$ cat config.mk
export PLATFORM = sky130hd
export DESIGN_NAME = result_stream_drain
export DESIGN_NICKNAME = d
export VERILOG_FILES = /design/src/rtl/result_stream_drain.sv
export SDC_FILE = /design/constraint.sdc
export NUM_CORES = 2
export LEC_CHECK = 0
export BUFFER_PORTS_ARGS = -buffer_cell sky130_fd_sc_hd__buf_2
export CORE_MARGIN = 1
export CORE_UTILIZATION = 50
export CTS_BUF_LIST = sky130_fd_sc_hd__clkbuf_8
export DETAILED_ROUTE_END_ITERATION = 8
export GPL_TIMING_DRIVEN = 0
export PLACE_DENSITY = 0.74
export SLEW_MARGIN = 20
export SYNTH_ARGS = -nofsm -noshare
export SYNTH_HDL_FRONTEND = slang
export SYNTH_SLANG_ARGS = --single-unit
$ cat constraint.sdc
create_clock -name clk -period 23.3 [get_ports clk]
set_input_delay 3.495 -clock clk [delete_from_list [all_inputs] [get_ports clk]]
set_output_delay 3.495 -clock clk [all_outputs]
set_load 0.01 [all_outputs]
$ cat src/rtl/result_stream_drain.sv
// result_stream_drain
//   Downstream stage of the systolic matrix multiplier. On the one-cycle
//   `done` pulse the flat result vector is copied into a local snapshot and
//   the multiplier is free again at once. The M*P elements are then streamed
//   out row-major, one per valid/ready handshake, with no bubbles when the
//   consumer is always ready.
//
// Parameters
//   DATA_WIDTH  element width (matches a result_c slice)
//   M, P        result rows / columns
//
// Ports
//   clk, rst      clock (rising edge), asynchronous active-high reset
//   done          one-cycle pulse; result_c is valid in that cycle
//   result_c      flat result, element k=i*P+j at [k*DATA_WIDTH +: DATA_WIDTH]
//   out_data      current element (registered)
//   out_valid     out_data valid
//   out_ready     consumer accepts when out_valid && out_ready
//   out_row       row index of out_data
//   out_col       column index of out_data
//   busy          high while a snapshot is being streamed
//   frame_done    one-cycle pulse after the final element is accepted
//   overrun       sticky; a done pulse arrived while streaming and was dropped
//   clr_overrun   synchronous clear of overrun (a same-cycle drop wins)
//   frame_count   frames fully streamed, wraps 255 -> 0
//   out_last      only with STREAM_LAST_EN defined: high with the final element
//
// Build option
//   STREAM_LAST_EN  adds the out_last port; otherwise frame_done is the only
//                   end-of-frame indication.

module result_stream_drain #(
  parameter int DATA_WIDTH = 8,
  parameter int M          = 8,
  parameter int P          = 8
) (
  input  logic                                    clk,
  input  logic                                    rst,
  input  logic                                    done,
  input  logic [M*P*DATA_WIDTH-1:0]               result_c,
  output logic [DATA_WIDTH-1:0]                   out_data,
  output logic                                    out_valid,
  input  logic                                    out_ready,
  output logic [((M > 1) ? $clog2(M) : 1)-1:0]    out_row,
  output logic [((P > 1) ? $clog2(P) : 1)-1:0]    out_col,
  output logic                                    busy,
  output logic                                    frame_done,
  output logic                                    overrun,
  input  logic                                    clr_overrun,
  output logic [7:0]                              frame_count
`ifdef STREAM_LAST_EN
  ,
  output logic                                    out_last
`endif
);

  localparam int unsigned N     = M * P;
  localparam int          IDX_W = (N > 1) ? $clog2(N) : 1;
  localparam int          ROW_W = (M > 1) ? $clog2(M) : 1;
  localparam int          COL_W = (P > 1) ? $clog2(P) : 1;

  localparam logic [IDX_W-1:0] LAST_IDX = IDX_W'(N - 1);
  localparam logic [COL_W-1:0] LAST_COL = COL_W'(P - 1);

  typedef enum logic {
    IDLE   = 1'b0,
    STREAM = 1'b1
  } state_t;

  state_t                  state;
  state_t                  state_next;

  logic [DATA_WIDTH-1:0]   snapshot [N];
  logic [IDX_W-1:0]        idx;
  logic [IDX_W-1:0]        idx_inc;

  logic                    capture;
  logic                    handshake;
  logic                    hs_last;
  logic                    drop;

  // out_valid and busy are both just "in STREAM"; state is a register, so
  // these outputs are registered as well.
  assign out_valid = (state == STREAM);
  assign busy      = (state == STREAM);

  always_comb begin
    capture   = 1'b0;
    handshake = 1'b0;
    hs_last   = 1'b0;
    drop      = 1'b0;
    idx_inc   = idx + IDX_W'(1);
    state_next = state;
    case (state)
      IDLE: begin
        if (done) begin
          capture    = 1'b1;
          state_next = STREAM;
        end
      end
      STREAM: begin
        // A done here (even on the final handshake) cannot be honoured:
        // the snapshot is still in use, so the result is dropped.
        drop      = done;
        handshake = out_ready;
        hs_last   = out_ready && (idx == LAST_IDX);
        if (hs_last) begin
          state_next = IDLE;
        end
      end
      default: state_next = IDLE;
    endcase
  end

  always_ff @(posedge clk or posedge rst) begin
    if (rst) begin
      state <= IDLE;
    end else begin
      state <= state_next;
    end
  end

  always_ff @(posedge clk or posedge rst) begin
    if (rst) begin
      for (int unsigned k = 0; k < N; k++) begin
        snapshot[k] <= '0;
      end
      idx         <= '0;
      out_row     <= '0;
      out_col     <= '0;
      out_data    <= '0;
      frame_done  <= 1'b0;
      overrun     <= 1'b0;
      frame_count <= '0;
`ifdef STREAM_LAST_EN
      out_last    <= 1'b0;
`endif
    end else begin
      frame_done <= hs_last;

      if (drop) begin
        overrun <= 1'b1;
      end else if (clr_overrun) begin
        overrun <= 1'b0;
      end

      if (capture) begin
        for (int unsigned k = 0; k < N; k++) begin
          snapshot[k] <= result_c[k*DATA_WIDTH +: DATA_WIDTH];
        end
        idx      <= '0;
        out_row  <= '0;
        out_col  <= '0;
        // Element 0 comes straight from the input so it is valid one cycle
        // after done, without waiting for the snapshot write.
        out_data <= result_c[DATA_WIDTH-1:0];
`ifdef STREAM_LAST_EN
        out_last <= (N == 1);
`endif
      end else if (hs_last) begin
        frame_count <= frame_count + 8'd1;
`ifdef STREAM_LAST_EN
        out_last    <= 1'b0;
`endif
      end else if (handshake) begin
        idx      <= idx_inc;
        out_data <= snapshot[idx_inc];
        // Row/col run as their own counters so no divider is needed.
        if (out_col == LAST_COL) begin
          out_col <= '0;
          out_row <= out_row + ROW_W'(1);
        end else begin
          out_col <= out_col + COL_W'(1);
        end
`ifdef STREAM_LAST_EN
        out_last <= (idx_inc == LAST_IDX);
`endif
      end
    end
  end

endmodule

# Word-level counts from Yosys, hierarchy flattened
# Index checks and enable logic that the tools add are counted.
[totals] regBits=543 latchBits=0 ramBits=0 mem_bits_ro=0 input_bits=517 output_inout_bits=26 wordCells=116 mem_count=0
[op_classes] addsub=4 mul=0 div=0 n_lt_le_gt_ge=1 n_eq_ne=3 n_shift=0 muxes=26 bitwise=3 n_reduce_logical=7
[op_table] cell="binary-select mux 8 bit (select 6 bit)" n=1
[op_table] cell="two-way mux 8 bit" n=5
[op_table] cell="two-way mux 3 bit" n=8
[op_table] cell="two-way mux 6 bit" n=3
[op_table] cell="adder 8 x 1 -> 8 bit, second input constant" n=1
[op_table] cell="two-way mux 1 bit" n=8
[op_table] cell=">= comparator 7 bit, second input constant" n=1
[op_table] cell="NOT 6 -> 7 bit" n=1
[op_table] cell="adder 3 x 1 -> 3 bit, second input constant" n=2
[op_table] cell="adder 6 x 1 -> 6 bit, second input constant" n=1
[op_table] cell="== test 6 bit, second input constant" n=1
[op_table] cell="nonzero test 2 bit" n=3
[op_table] cell="AND reduction 2 bit" n=2
[op_table] cell="== test 3 bit, second input constant" n=1
[op_table] cell="AND reduction 3 bit" n=1
[op_table] cell="inequality test 2 bit, second input constant" n=1
[op_table] cell="NOT 1 bit" n=2
[op_table] cell="case mux 1 bit (2 select lines)" n=1
[op_table] cell="logical AND 1 bit" n=1

# Longest topological paths before layout
[depth] word_depth=8 mapped_depth=10 depth_no_buf=7

# Least setup slack after synthesis
# OpenSTA, ideal clock, no wires.
[synth_path] path_type="input port to flip-flop" startpoint="input done" endpoint="register snapshot[165] in the netlist's numbering" setup_time_ns=0.065 arrival_time_ns=4.544 required_ns=23.235 path_slack_ns=18.690 path_stages=6 n_path_buf=3 path_cell_list="nor2b_1 -> clkbuf_1 -> clkbuf_1 -> clkbuf_1 -> nand2_1 -> nand2_1"
[synth_between] elab_chain_len=2
[synth_rtl] element="start, declared" line="39" rtl="input logic done,"
[synth_rtl] element="two-way mux 1 bit" line="96" rtl="if (done) begin"
[synth_rtl] element="two-way mux 1 bit" line="94" rtl="case (state)"
[synth_rtl] element="end signal, assigned by index" line="149" rtl="snapshot[k] <= result_c[k*DATA_WIDTH +: DATA_WIDTH];"
[synth_rtl] element="end, declared" line="73" rtl="logic [DATA_WIDTH-1:0] snapshot [N];"
# Every way passes these cells.
# A chain may end at the register's enable or synchronous reset.

# Worst setup path in the final report
[layout_path] startpoint="input done" endpoint="register snapshot[495] in the netlist's numbering"
# The elaborated chain is that of the path after synthesis.

==> results.py <==
metrics = {
    "routing": {
        "highest_layer": "met5",
        "drc_errors": 0,
        "vias": 21553,
        "met2WireLength_um": 41900,
        "antenna_left": 0,
        "drtIter0Drc": 2194,
        "wl_met3_um": 7130,
        "drt-wirelength-per-cell_um": 21.9,
        "drt-total-wl_um": 86500,
        "firstDrtPassIters": 6,
        "drt-met1-wl_um": 33800,
        "viasPerCell": 5.45,
    },
    "power": {
        "combPwrFrac": 0.297,
        "irDropWorstVdd_v": 0.0000441,
        "p_sw_uw": 979,
        "power_frac_seq": 0.393,
        "p_int_mw": 1.90,
        "swShare": 0.340,
        "power.leakage_nw": 16.3,
        "p_clk_frac": 0.310,
        "powerDensity_nw_per_um2": 95.1,
    },
    "floorplan": {
        "io_pins": 543,
        "start_util": 0.511,
        "num_rows": 80,
        "die-area_um2": 50100,
        "core_um2": 48100,
        "die_w_um": 224,
        "die_y_um": 224,
    },
    "global_routing": {
        "grt_pass1_vias": 22300,
        "antenna_found_initial": 19,
        "grt_start_max_net_pins": 113,
        "grt_pass1_wl_um": 130000,
        "grt_use_total": 0.356,
        "grt_overflow": 0,
    },
    "sta": {
        "worst_pin_slew_ns": 1.00,
        "slew_viol_final": 0,
        "relSlewSlack": 0.332,
        "hold_viol": 0,
        "rsz0062_at_grt": "no",
        "period_needed_ns": 5.38,
        "setup_viol": 0,
        "fin_skew_ns": 0.0173,
        "min_period_over_period": 0.231,
        "setup_tns_ns": 0,
        "max_freq_mhz": 186,
    },
    "yosys": {
        "synthesis.area_um2": 24600,
        "synth_cells": 2569,
        "ys_seq_area_frac": 0.553,
        "synth_cell_type_count": 38,
        "yosys_warnings": 0,
        "avgSynthCellArea_um2": 9.57,
        "ys_ff_latch": 543,
        "syn-num-nets": 3091,
    },
    "layout": {
        "fill_cells": 4022,
        "multiInputGateArea_um2": 10300,
        "final_core_util": 0.628,
        "seq_area_um2": 13600,
        "area_delta_synth_final_pct": 23.1,
        "drive_above_1_share": 0.266,
        "fin_nets": 3733,
    },
    "cts": {
        "cts_resized": 0,
        "tritoncts": "done",
        "cts_hold_buf": 0,
        "cts_num_sinks": 543,
        "cts_setup_buffers": 0,
        "clk_latency_ns": 0.71,
        "ctsHtreeMaxLevel": 3,
        "ctsRootBufferMaster": "clkbuf_8",
        "clk_pin_slew_ns": 0.06,
        "numCtsBuffers": 91,
        "clock_path_buffers": 3,
    },
    "worst_setup_path": {
        "crit_required_ns": 23.94,
        "max_stage_delay_ns": 0.75,
        "cp.arrival_ns": 6.02,
        "endpoint_kind": "flop",
        "startpoint_type": "input pin",
        "cpMostUsedCell": "clkbuf_1",
        "path_class": "input pin to flop",
        "path_max_fanout": 10,
        "cpMaxStageDelayCell": "clkbuf_1",
        "crit_chain": "buf_2, nor2b_1, clkbuf_1, clkbuf_1, clkbuf_1, nand2_1, nand2_1",
    },
    "placement": {
        "hpwl_um": 65200,
        "port_buffers": 542,
        "gp_congestion": 0.935,
    },
    "flow_run": {
        "maxCapViolCount": 0,
    },
    "worst_hold_path": {
        "holdCritPathClass": "flop to flop",
    },
    "status": {
        "outcome": "finished, final reports clean",
    },
}
critical path, delay by kind of cell:
family | cells | cell delay (ns)
buf+inv | 4 | 2.16
simple gates | 3 | 0.35
worst paths after layout:
path / slack [ns] / from / endpoint / depth (start not counted)
max: 17.92 / done / snapshot[495]$_DFFE_PP0N_ / 7
min: 0.47 / frame_count[7]$_DFFE_PP0P_ / frame_count[7]$_DFFE_PP0P_ / 1
max reg2reg: 19.31 / idx[1]$_DFFE_PP0P_ / out_data[1]$_DFFE_PP0P_ / 10
min reg2reg: 0.47 / frame_count[7]$_DFFE_PP0P_ / frame_count[7]$_DFFE_PP0P_ / 1
max in group asynchronous: 19.09 / rst / snapshot[413]$_DFFE_PP0N_ / 5
min in group asynchronous: 2.68 / rst / snapshot[226]$_DFFE_PP0N_ / 2
sequential cells by signal, indices dropped and copies added, names as in the netlist:
name,flops
out_row,3
idx,6
frame_done,1
busy,1
out_data,8
out_col,3
overrun,1
snapshot,512
frame_count,8
routing by layer:
| layer | track usage | vias to the layer above |
|---|---|---|
| met3 | 0.0783 | 215 |
| met4 | 0.142 | 18 |
| met1 | 0.469 | 10687 |
| met2 | 0.577 | 1075 |
| met5 | 0 | - |
| li1 | - | 9558 |
layout make-up:
| cell class | instances | area share |
|---|---|---|
| Sequential cell | 543 | 0.449 |
| Multi-Input combinational cell | 1866 | 0.341 |
| Timing Repair Buffer | 549 | 0.0955 |
| Clock buffer | 118 | 0.0537 |
| Tap cell | 656 | 0.0271 |
| Buffer | 158 | 0.0225 |
| Clock inverter | 49 | 0.00980 |
| Antenna cell | 12 | 0.000992 |
| Inverter | 2 | 0.000496 |
cell families (layout without fill, tap and decap cells):
family,count (synthesis),after routing,synth area share
flops,543,543,0.553
compound gates,35,35,0.00967
simple gates,1625,1625,0.252
mux,188,188,0.150
buf+inv,160,876,0.0280
other cells,0,12,0
xor+xnor,13,13,0.00524
fa+ha+maj,5,5,0.00254
cells in the final DEF (no fill, tap or decap), types with 2 or more instances in the layout:
master      synthesis  final
inv_1               2     29
mux4_2            144    144
nor2_1              7      7
xnor2_1             7      7
buf_1               2      2
clkinvlp_4          0      2
nor3_1              4      4
clkbuf_2            1      2
mux2_2              5      5
clkbuf_1          125    124
o21ai_0             7      7
a211o_1             5      5
a32oi_1             4      4
buf_6               3      4
ha_1                5      5
nand3b_1            5      5
nand2_1          1572   1572
and3_1              5      5
a21oi_1             8      8
clkbuf_8            0    118
inv_6               0      4
a22oi_1             7      7
clkinv_2            0     10
dfrtp_1           543    543
diode_2             0     12
bufinv_16           0      2
buf_4              12     12
nand3_1            22     22
buf_16              0      6
buf_2              15    557
o211ai_1            2      2
nand4_1             3      3
mux2i_1            39     39
inv_8               0      3
xor2_1              4      4
power groups by stage:
stage / Clock (mW) / Sequential (mW) / Combinational (mW)
finish: 0.893 / 1.13 / 0.855
global route: 0.942 / 1.14 / 0.904
CTS: 0.897 / 1.13 / 0.854
detailed placement: 0 / 1.14 / 0.850
global placement: 0 / 1.14 / 0.830
floorplan: 0 / 1.13 / 0.501
Yosys cell counts:
cell type,instances,area [um^2]
dfrtp_1,543,13600
a21oi_1,8,40.0
ha_1,5,62.6
buf_1,2,7.51
a22oi_1,7,52.6
nand2b_1,1,6.26
nand3_1,22,110
nand2_1,1572,5900
nand3b_1,5,37.5
o311ai_1,1,8.76
mux2_2,5,56.3
clkbuf_1,125,469
clkbuf_2,1,5.00
inv_1,2,7.51
or2_2,1,6.26
buf_4,12,90.1
mux2i_1,39,390
xor2_2,1,16.3
buf_6,3,33.8
nor3_1,4,20.0
a211o_1,5,43.8
xnor2_1,7,61.3
a32oi_1,4,35.0
buf_2,15,75.1
nor2b_1,1,6.26
xor2_1,4,35.0
and4_1,1,8.76
nor2_2,1,6.26
nor3_2,1,10.0
nor2_1,7,26.3
o21a_1,1,7.51
mux4_2,144,3240
and3_1,5,31.3
or3_1,1,6.26
o211ai_1,2,15.0
o21ai_0,7,35.0
xnor2_2,1,16.3
nand4_1,3,18.8
through the flow:
step	hold slack (ns)	area (um^2)	power [mW]	instances	setup slack [ns]
after floorplan	0.440	24600	1.63	2569	4.63
after global placement	0.452	28100	1.97	3767	-0.409
after detailed placement	0.458	28300	1.99	3774	17.23
after CTS	0.471	30200	2.88	3941	17.97
after global routing	0.483	30300	2.99	3951	17.78
final	0.469	30300	2.88	3953	17.92
Note: power is estimated with default switching activity, not from simulation.
